**src/rtl/usrt_tx_if.sv**
```systemverilog
// Byte handshake between the bus side and the USRT transmit engine.
// Signal names are taken from the engine's point of view.
interface usrt_tx_if #(
   parameter int DATA_BITS = 8
);
   logic                 i_Tx_Valid;
   logic [DATA_BITS-1:0] i_Tx_Data;
   logic                 o_Tx_Ready;

   modport master (output i_Tx_Valid, output i_Tx_Data, input o_Tx_Ready);
   modport slave  (input i_Tx_Valid, input i_Tx_Data, output o_Tx_Ready);
endinterface

```
**src/rtl/usrt_tx.sv**
```systemverilog
// USRT transmit engine: start, LSB-first data, optional parity and stop bits on
// o_Txd, with a self-generated bit clock o_Sclk (falling edge launches each bit).
module usrt_tx #(
   parameter int DATA_BITS = 8,
   parameter int DIV_WIDTH = 9
) (
   input  logic        i_Pclk,
   input  logic        i_Reset_n,
   input  logic [7:0]  i_Config,
   usrt_tx_if.slave    tx_bus,
   output logic        o_Tx_Busy,
   output logic        o_Txd,
   output logic        o_Sclk,
   output logic        o_Done
);

   localparam int BCW = (DATA_BITS > 1) ? $clog2(DATA_BITS) : 1;
   localparam logic [BCW-1:0] LAST_BIT = BCW'(DATA_BITS - 1);

   typedef enum logic [2:0] {IDLE, START, DATA, PARITY, STOP} state_t;

   state_t               r_State;
   state_t               w_Next;
   logic [DIV_WIDTH-1:0] r_Cnt;
   logic [DIV_WIDTH-1:0] w_N;
   logic [DIV_WIDTH-1:0] w_Half;
   logic [BCW-1:0]       r_BitCnt;
   logic [DATA_BITS-1:0] r_Shift;
   logic [2:0]           r_Sel;
   logic                 r_ParEn;
   logic                 r_ParBit;
   logic                 w_Accept;
   logic                 w_BitEnd;
   logic                 w_unused_cfg;

   // Bit timing comes from the setting snapshot taken at acceptance.
   assign w_N          = DIV_WIDTH'(2) << r_Sel;
   assign w_Half       = w_N >> 1;
   assign w_BitEnd     = (r_Cnt == (w_N - DIV_WIDTH'(1)));
   assign w_Accept     = tx_bus.i_Tx_Valid && (r_State == IDLE);
   assign w_unused_cfg = ^i_Config[7:5];

   always_ff @(posedge i_Pclk or negedge i_Reset_n) begin
      if (!i_Reset_n) begin
         r_State <= IDLE;
      end else begin
         r_State <= w_Next;
      end
   end

   always_comb begin
      w_Next = r_State;
      case (r_State)
         IDLE:    if (w_Accept) w_Next = START;
         START:   if (w_BitEnd) w_Next = DATA;
         DATA: begin
            if (w_BitEnd && (r_BitCnt == LAST_BIT)) begin
               w_Next = r_ParEn ? PARITY : STOP;
            end
         end
         PARITY:  if (w_BitEnd) w_Next = STOP;
         STOP:    if (w_BitEnd) w_Next = IDLE;
         default: w_Next = IDLE;
      endcase
   end

   always_ff @(posedge i_Pclk or negedge i_Reset_n) begin
      if (!i_Reset_n) begin
         r_Cnt    <= '0;
         r_BitCnt <= '0;
         r_Shift  <= '0;
         r_Sel    <= '0;
         r_ParEn  <= 1'b0;
         r_ParBit <= 1'b0;
      end else if (r_State == IDLE) begin
         r_Cnt    <= '0;
         r_BitCnt <= '0;
         if (w_Accept) begin
            r_Shift  <= tx_bus.i_Tx_Data;
            r_Sel    <= i_Config[2:0];
            // Mode 11 is treated as no parity; odd mode inverts the data XOR.
            r_ParEn  <= i_Config[4] ^ i_Config[3];
            r_ParBit <= (^tx_bus.i_Tx_Data) ^ i_Config[4];
         end
      end else begin
         r_Cnt <= w_BitEnd ? '0 : (r_Cnt + DIV_WIDTH'(1));
         if ((r_State == DATA) && w_BitEnd) begin
            r_Shift  <= r_Shift >> 1;
            r_BitCnt <= (r_BitCnt == LAST_BIT) ? '0 : (r_BitCnt + BCW'(1));
         end
      end
   end

   always_comb begin
      o_Txd = 1'b1;
      case (r_State)
         START:   o_Txd = 1'b0;
         DATA:    o_Txd = r_Shift[0];
         PARITY:  o_Txd = r_ParBit;
         default: o_Txd = 1'b1;
      endcase
   end

   assign o_Sclk            = (r_State == IDLE) ? 1'b1 : (r_Cnt >= w_Half);
   assign o_Done            = (r_State == STOP) && w_BitEnd;
   assign o_Tx_Busy         = (r_State != IDLE);
   assign tx_bus.o_Tx_Ready = (r_State == IDLE);

endmodule

```
**src/flat_wrapper.sv**
```systemverilog
// flat-port wrapper written by rule: the top's interface ports become plain ports
module usrt_tx_flat 
#(
   parameter int DATA_BITS = 8,
   parameter int DIV_WIDTH = 9
)
  (i_Pclk, i_Reset_n, i_Config, o_Tx_Busy, o_Txd, o_Sclk, o_Done, tx_bus_i_Tx_Valid, tx_bus_i_Tx_Data, tx_bus_o_Tx_Ready);
  usrt_tx_if #(.DATA_BITS(DATA_BITS)) tx_bus_i ();
  input  logic i_Pclk;
  input  logic i_Reset_n;
  input  logic [7:0] i_Config;
  output logic o_Tx_Busy;
  output logic o_Txd;
  output logic o_Sclk;
  output logic o_Done;
  input wire logic [$bits(tx_bus_i.i_Tx_Valid)-1:0] tx_bus_i_Tx_Valid;
  input wire logic [$bits(tx_bus_i.i_Tx_Data)-1:0] tx_bus_i_Tx_Data;
  output wire logic [$bits(tx_bus_i.o_Tx_Ready)-1:0] tx_bus_o_Tx_Ready;
  assign tx_bus_i.i_Tx_Valid = tx_bus_i_Tx_Valid;
  assign tx_bus_i.i_Tx_Data = tx_bus_i_Tx_Data;
  assign tx_bus_o_Tx_Ready = tx_bus_i.o_Tx_Ready;
  usrt_tx #(.DATA_BITS(DATA_BITS), .DIV_WIDTH(DIV_WIDTH)) u_core (.i_Pclk(i_Pclk), .i_Reset_n(i_Reset_n), .i_Config(i_Config), .tx_bus(tx_bus_i), .o_Tx_Busy(o_Tx_Busy), .o_Txd(o_Txd), .o_Sclk(o_Sclk), .o_Done(o_Done));
endmodule
```
**config.mk**
```make
export PLATFORM = sky130hd
export DESIGN_NAME = usrt_tx_flat
export DESIGN_NICKNAME = d
export VERILOG_FILES = /design/src/rtl/usrt_tx_if.sv /design/src/rtl/usrt_tx.sv /design/src/flat_wrapper.sv
export SDC_FILE = /design/constraint.sdc
export NUM_CORES = 1
export LEC_CHECK = 0
export BUFFER_PORTS_ARGS = -buffer_cell sky130_fd_sc_hd__buf_2
export CELL_PAD_IN_SITES_DETAIL_PLACEMENT = 1
export CELL_PAD_IN_SITES_GLOBAL_PLACEMENT = 1
export CORE_MARGIN = 5
export CORE_UTILIZATION = 45
export DETAILED_ROUTE_END_ITERATION = 12
export PLACE_DENSITY_LB_ADDON = 0.12
export SYNTH_ARGS = -nofsm -noshare
export SYNTH_HDL_FRONTEND = slang
export SYNTH_SLANG_ARGS = --single-unit
```
**constraint.sdc**
```tcl
create_clock -name i_Pclk -period 3.6 [get_ports i_Pclk]
set_input_delay 0.72 -clock i_Pclk [delete_from_list [all_inputs] [get_ports i_Pclk]]
set_output_delay 0.72 -clock i_Pclk [all_outputs]
set_load 0.02 [all_outputs]
```
# Word level (Yosys, flattened, before mapping)
# Index checks and enable logic that the tools add are counted.
word_totals:
  register_bits: 28
  output_inout_bits: 5
op_classes:
  add_sub_neg: 3
  n_lt_le_gt_ge: 1
  n_eq_ne: 11
  n_shift: 1
  muxes: 17
  bitwise_logic: 2
  reduce_logical: 11
op_table:
  columns: ["operator", "count"]
  rows:
  - ["2-to-1 mux 3 bit", 9]
  - ["2-to-1 mux 8 bit", 3]
  - ["2-to-1 mux 9 bit", 2]
  - ["case mux 3 bit (5 select lines)", 1]
  - ["!= test 2 x 1 -> 1 bit (second input constant)", 5]
  - ["adder 9 x 1 -> 9 bit (second input constant)", 1]
  - ["equality test 9 bit", 1]
  - [">= comparator 9 x 8 -> 1 bit", 1]
  - ["left shift 2 x 3 -> 9 bit (first input constant)", 1]
  - ["subtractor 9 x 1 -> 9 bit (second input constant)", 1]
  - ["XOR reduction 8 bit", 1]
  - ["equality test 3 x 2 -> 1 bit (second input constant)", 2]
  - ["equality test 3 bit (second input constant)", 2]
  - ["AND reduction 5 bit", 1]
  - ["logical AND 1 bit", 4]
  - ["AND reduction 2 bit", 2]
  - ["adder 3 x 1 -> 3 bit (second input constant)", 1]
  - ["equality test 3 x 1 -> 1 bit (second input constant)", 1]
  - ["zero test 3 bit", 1]
  - ["case mux 1 bit (3 select lines)", 1]
  - ["nonzero test 3 bit", 1]
  - ["nonzero test 2 bit", 1]
  - ["bitwise XOR 1 bit", 2]
  - ["2-to-1 mux 1 bit", 1]

# Depth between registers and ports, before layout
logic_depth:
  depth_word: 6
  ltp_mapped: 12
  mapped_depth_nobuf: 9

# Worst setup path after synthesis
# Ideal clock, no wire load.
synth_path:
  kind: "reg2out"
  from: "reg u_core.r_Sel[2]"
  to: "out o_Done"
  arrival_ps: 2669
  required_time_ps: 2880
  slack_ps: 211
  stages_incl_launch_ff: 10
  path_buffers: 2
  path_cell_list: "dfrtp_1 > buf_2 > buf_2 > or3_1 > ha_1 > xnor2_1 > or3_4 > nor4b_4 > nand3_1 > nor2_1"
synth_via:
  elab_chain_len: 4
synth_lines:
  columns: ["item", "line_no", "source"]
  rows:
  - ["start, declared", "usrt_tx.sv:29", "logic [2:0] r_Sel;"]
  - ["start signal, assigned", "usrt_tx.sv:80", "r_Sel <= i_Config[2:0];"]
  - ["left shift 2 x 3 -> 9 bit", "usrt_tx.sv:37", "assign w_N = DIV_WIDTH'(2) << r_Sel;"]
  - ["subtractor 9 x 1 -> 9 bit", "usrt_tx.sv:39", "assign w_BitEnd = (r_Cnt == (w_N - DIV_WIDTH'(1)));"]
  - ["equality test 9 bit", "usrt_tx.sv:39", null]
  - ["logical AND 1 bit", "usrt_tx.sv:105", "assign o_Done = (r_State == STOP) && w_BitEnd;"]
  - ["end, declared", "flat_wrapper.sv:15", "output logic o_Done;"]
# Every way passes these cells.

# Worst setup path after layout
# Same ends and word-level chain as after synthesis.

==> run summary <==
RSZ-0062 raised after global routing - false
Yosys warns - 0
Share of layout cells above drive strength 1 - 29.2%
Initial DRC Count - 46
Vias in the first global route - 1,660
Commonest non-fill, non-tap cell in the layout - dfrtp_1
GRT Util Overall - 17.7%
Setup TNS - 0 ns
Worst Setup End Kind - primary output
Antenna-violating nets left - 0
Hold Fails Final Rpt - 0
CTS Buf Count - 3
Flop2flop setup slack - 0.69 ns
Max Root-Sink Buffers - 2
Initial core utilization - 47.1%
Seq/Total Area, Yosys - 36.7%
Clk_skew - 0.00331 ns
Synth Area in Compound Gates - 9.37%
Synth Flop Type - dfrtp_1
Grt ovf - 0
Post-Synth Simple-Gate Area - 22.1%
Clk slew on worst S/H paths - 0.10 ns
Die area - 5650 um2
Vias/cell - 5.59
Maximum number of pins on one net before global-route repair - 29
WP data arrival - 2.69 ns
Avg Inst Size Synth - 10.0 um2
IO Port Bufs - 20
Fmax - 293 MHz
Setup CP Type - flop to primary output
Syn Nets - 221
Comb power frac - 54.9%
Row cnt - 23
Gp weighted congestion - 0.777
Final period util - 94.8%
Final WL - 4390 um
NetSw - 0.732 mW
Startpoint types - flop
Power per Cell Area - 824 nW/um2
Flop pwr share - 30.9%
Area growth from synthesis to layout - 12.0%
Tot Pwr - 1.76 mW
1st-pass router iterations - 4
Clk Latency, worst-skew pair - 0.28 ns
# H-tree levels - 1
Largest family of logic cells by synthesized area - simple AND/OR/NAND/NOR gates
CTS Hold Bufs - 0
Seq cells post-synth - 28
Clk sinks - 28
Gate Count Post-Synth - 190
Worst-Margin Slew - 0.653 ns
Most frequent cells in the layout - dfrtp_1 (28), mux2_2 (20), buf_2 (20)
Required @ worst endpoint - 2.88 ns
CTS tree - done
Post-Synth Adder-Cell Area - 7.86%
FF-to-FF Start - u_core.r_Sel[2]
Hold Path Class - input port to async pin
Leakage power - 1.01 nW
Filler cell count in the final layout - 454
Status - finished, final reports clean
Die Y - 75.1 um
Headroom to the max-slew limit - 56.5%
HPWL after DPL - 3450 um
Reg2reg end - u_core.r_Shift[1]
Nets@finish - 241
Max Cap Viol - 0
Internal cell power - 1.03 mW
Final setup fails - 0
Cell Area, Synth - 1910 um2
Library cells used by synthesis - 43
Clock root cell - clkbuf_8
Core footprint - 4060 um2
Wirelength per Cell - 16.9 um
Worst vdd ir - 304 uV
Clock share of power - 14.2%
Initial antenna violation count - 0
Number of synthesized flops with an enable pin - 0
Sw frac - 41.5%
Io pins - 24
Mux cell area share after synthesis - 11.8%
Via Count - 1,447
Async S/R FF share, synth - 100%
CP max FO - 3
Synth Area in XOR/XNOR - 8.72%
DRC - 0
Final min period - 3.41 ns
Final slew viol count - 0
First-pass GRT wire length - 7770 um
R2R depth - 9
Chip width - 75.1 um
ANT cells - 0
## critical path: stages, from the launching register on
cell     delay (ns)
dfrtp_1        0.39
or3_1          0.41
ha_1           0.33
xnor2_1        0.13
or3_4          0.34
nor4b_4        0.33
nand3_2        0.17
nor2_1         0.15
buf_2          0.17
## layer usage
layer / wire, um / vias to the layer above / GRT usage [%]
met1: 1870 / 717 / 21.8
met5: 0 / - / 0
met3: 155 / 4 / 3.60
met4: 42 / 0 / 3.88
li1: - / 705 / -
met2: 2320 / 21 / 31.9
## worst max-delay path by stage
stage                          from     end  slack (ns)  cells past startpoint
floorplan           u_core.r_Sel[2]  o_Done        0.21                      9
global placement    u_core.r_Sel[2]  o_Done        0.51                      8
detailed placement  u_core.r_Sel[2]  o_Done        0.47                      8
CTS                 u_core.r_Sel[2]  o_Done        0.14                      8
global route        u_core.r_Sel[2]  o_Done       0.002                      8
finish              u_core.r_Sel[2]  o_Done        0.19                      8
## cells by family (layout without fill, tap and decap cells)
family | Yosys count | count (layout)
buffers and inverters | 16 | 35
AO/OA/AOI/OAI | 26 | 26
AND/OR/NAND/NOR | 69 | 69
XOR/XNOR | 19 | 19
flip-flops | 28 | 28
multiplexers | 20 | 20
adder cells (fa/ha/maj) | 12 | 12
## registers in the layout, summed over array words and instances, names as in the netlist
name             count
u_core.r_Cnt         9
u_core.r_Shift       8
u_core.r_BitCnt      3
u_core.r_Sel         3
u_core.r_State       3
u_core.r_ParBit      1
u_core.r_ParEn       1
## power by group through the flow
stage	combinational, mW	clock (mW)	sequential, mW
6_report	0.968	0.251	0.544
5_1_grt	1.08	0.270	0.564
4_1_cts	0.979	0.260	0.546
3_5_place_dp	0.974	0	0.553
3_3_place_gp	0.912	0	0.539
2_1_floorplan	0.769	0	0.503
## cells in the mapped netlist, types with 2 or more instances
| master | count | share of area (%) |
|---|---|---|
| xor2_1 | 6 | 2.8 |
| nand4_1 | 2 | 0.66 |
| and2_1 | 3 | 0.98 |
| or3_1 | 2 | 0.66 |
| nand3b_1 | 4 | 1.6 |
| nor2_1 | 18 | 3.5 |
| nor3b_1 | 2 | 0.79 |
| buf_2 | 5 | 1.3 |
| dfrtp_1 | 28 | 37 |
| nand2b_1 | 3 | 0.98 |
| mux2_2 | 20 | 12 |
| nand3_1 | 9 | 2.4 |
| a31oi_1 | 2 | 0.66 |
| a211oi_2 | 2 | 1.3 |
| a21o_1 | 4 | 1.6 |
| o21bai_1 | 2 | 0.79 |
| nand2_1 | 8 | 1.6 |
| clkbuf_1 | 4 | 0.79 |
| inv_1 | 7 | 1.4 |
| or2_2 | 2 | 0.66 |
| a21oi_1 | 7 | 1.8 |
| o21ai_0 | 4 | 1.0 |
| ha_1 | 12 | 7.9 |
| xnor2_1 | 13 | 6.0 |
| and3_1 | 3 | 0.98 |
## repair_timing
item | in CTS | in global routing
gates resized for setup | 0 | 1
setup endpoints to repair | 0 | 1
buffers inserted | 0 | 0
## metrics by stage
stage               utilization (%)  setup WS, ns  cell area, um2  cells  hold WS (ns)
floorplan                         -         0.211            1910    190         0.424
global placement               50.8         0.510            2060    255         0.470
detailed placement             50.8         0.467            2060    255         0.473
CTS                            52.6         0.140            2130    259         0.480
global route                   52.7       0.00156            2140    259         0.506
finish                         52.7         0.187            2140    259         0.459
## final cells by class
class / instances / area [um2] / share of cell area (%)
clock buffer: 3 / 41.3 / 1.93
clock inverter: 1 / 30.0 / 1.40
inverter: 7 / 26.3 / 1.23
multi-input combinational: 146 / 1150 / 53.7
sequential: 28 / 701 / 32.8
tap: 50 / 62.6 / 2.93
timing repair buffer: 24 / 130 / 6.09
Power figures use the tool's default switching activity.
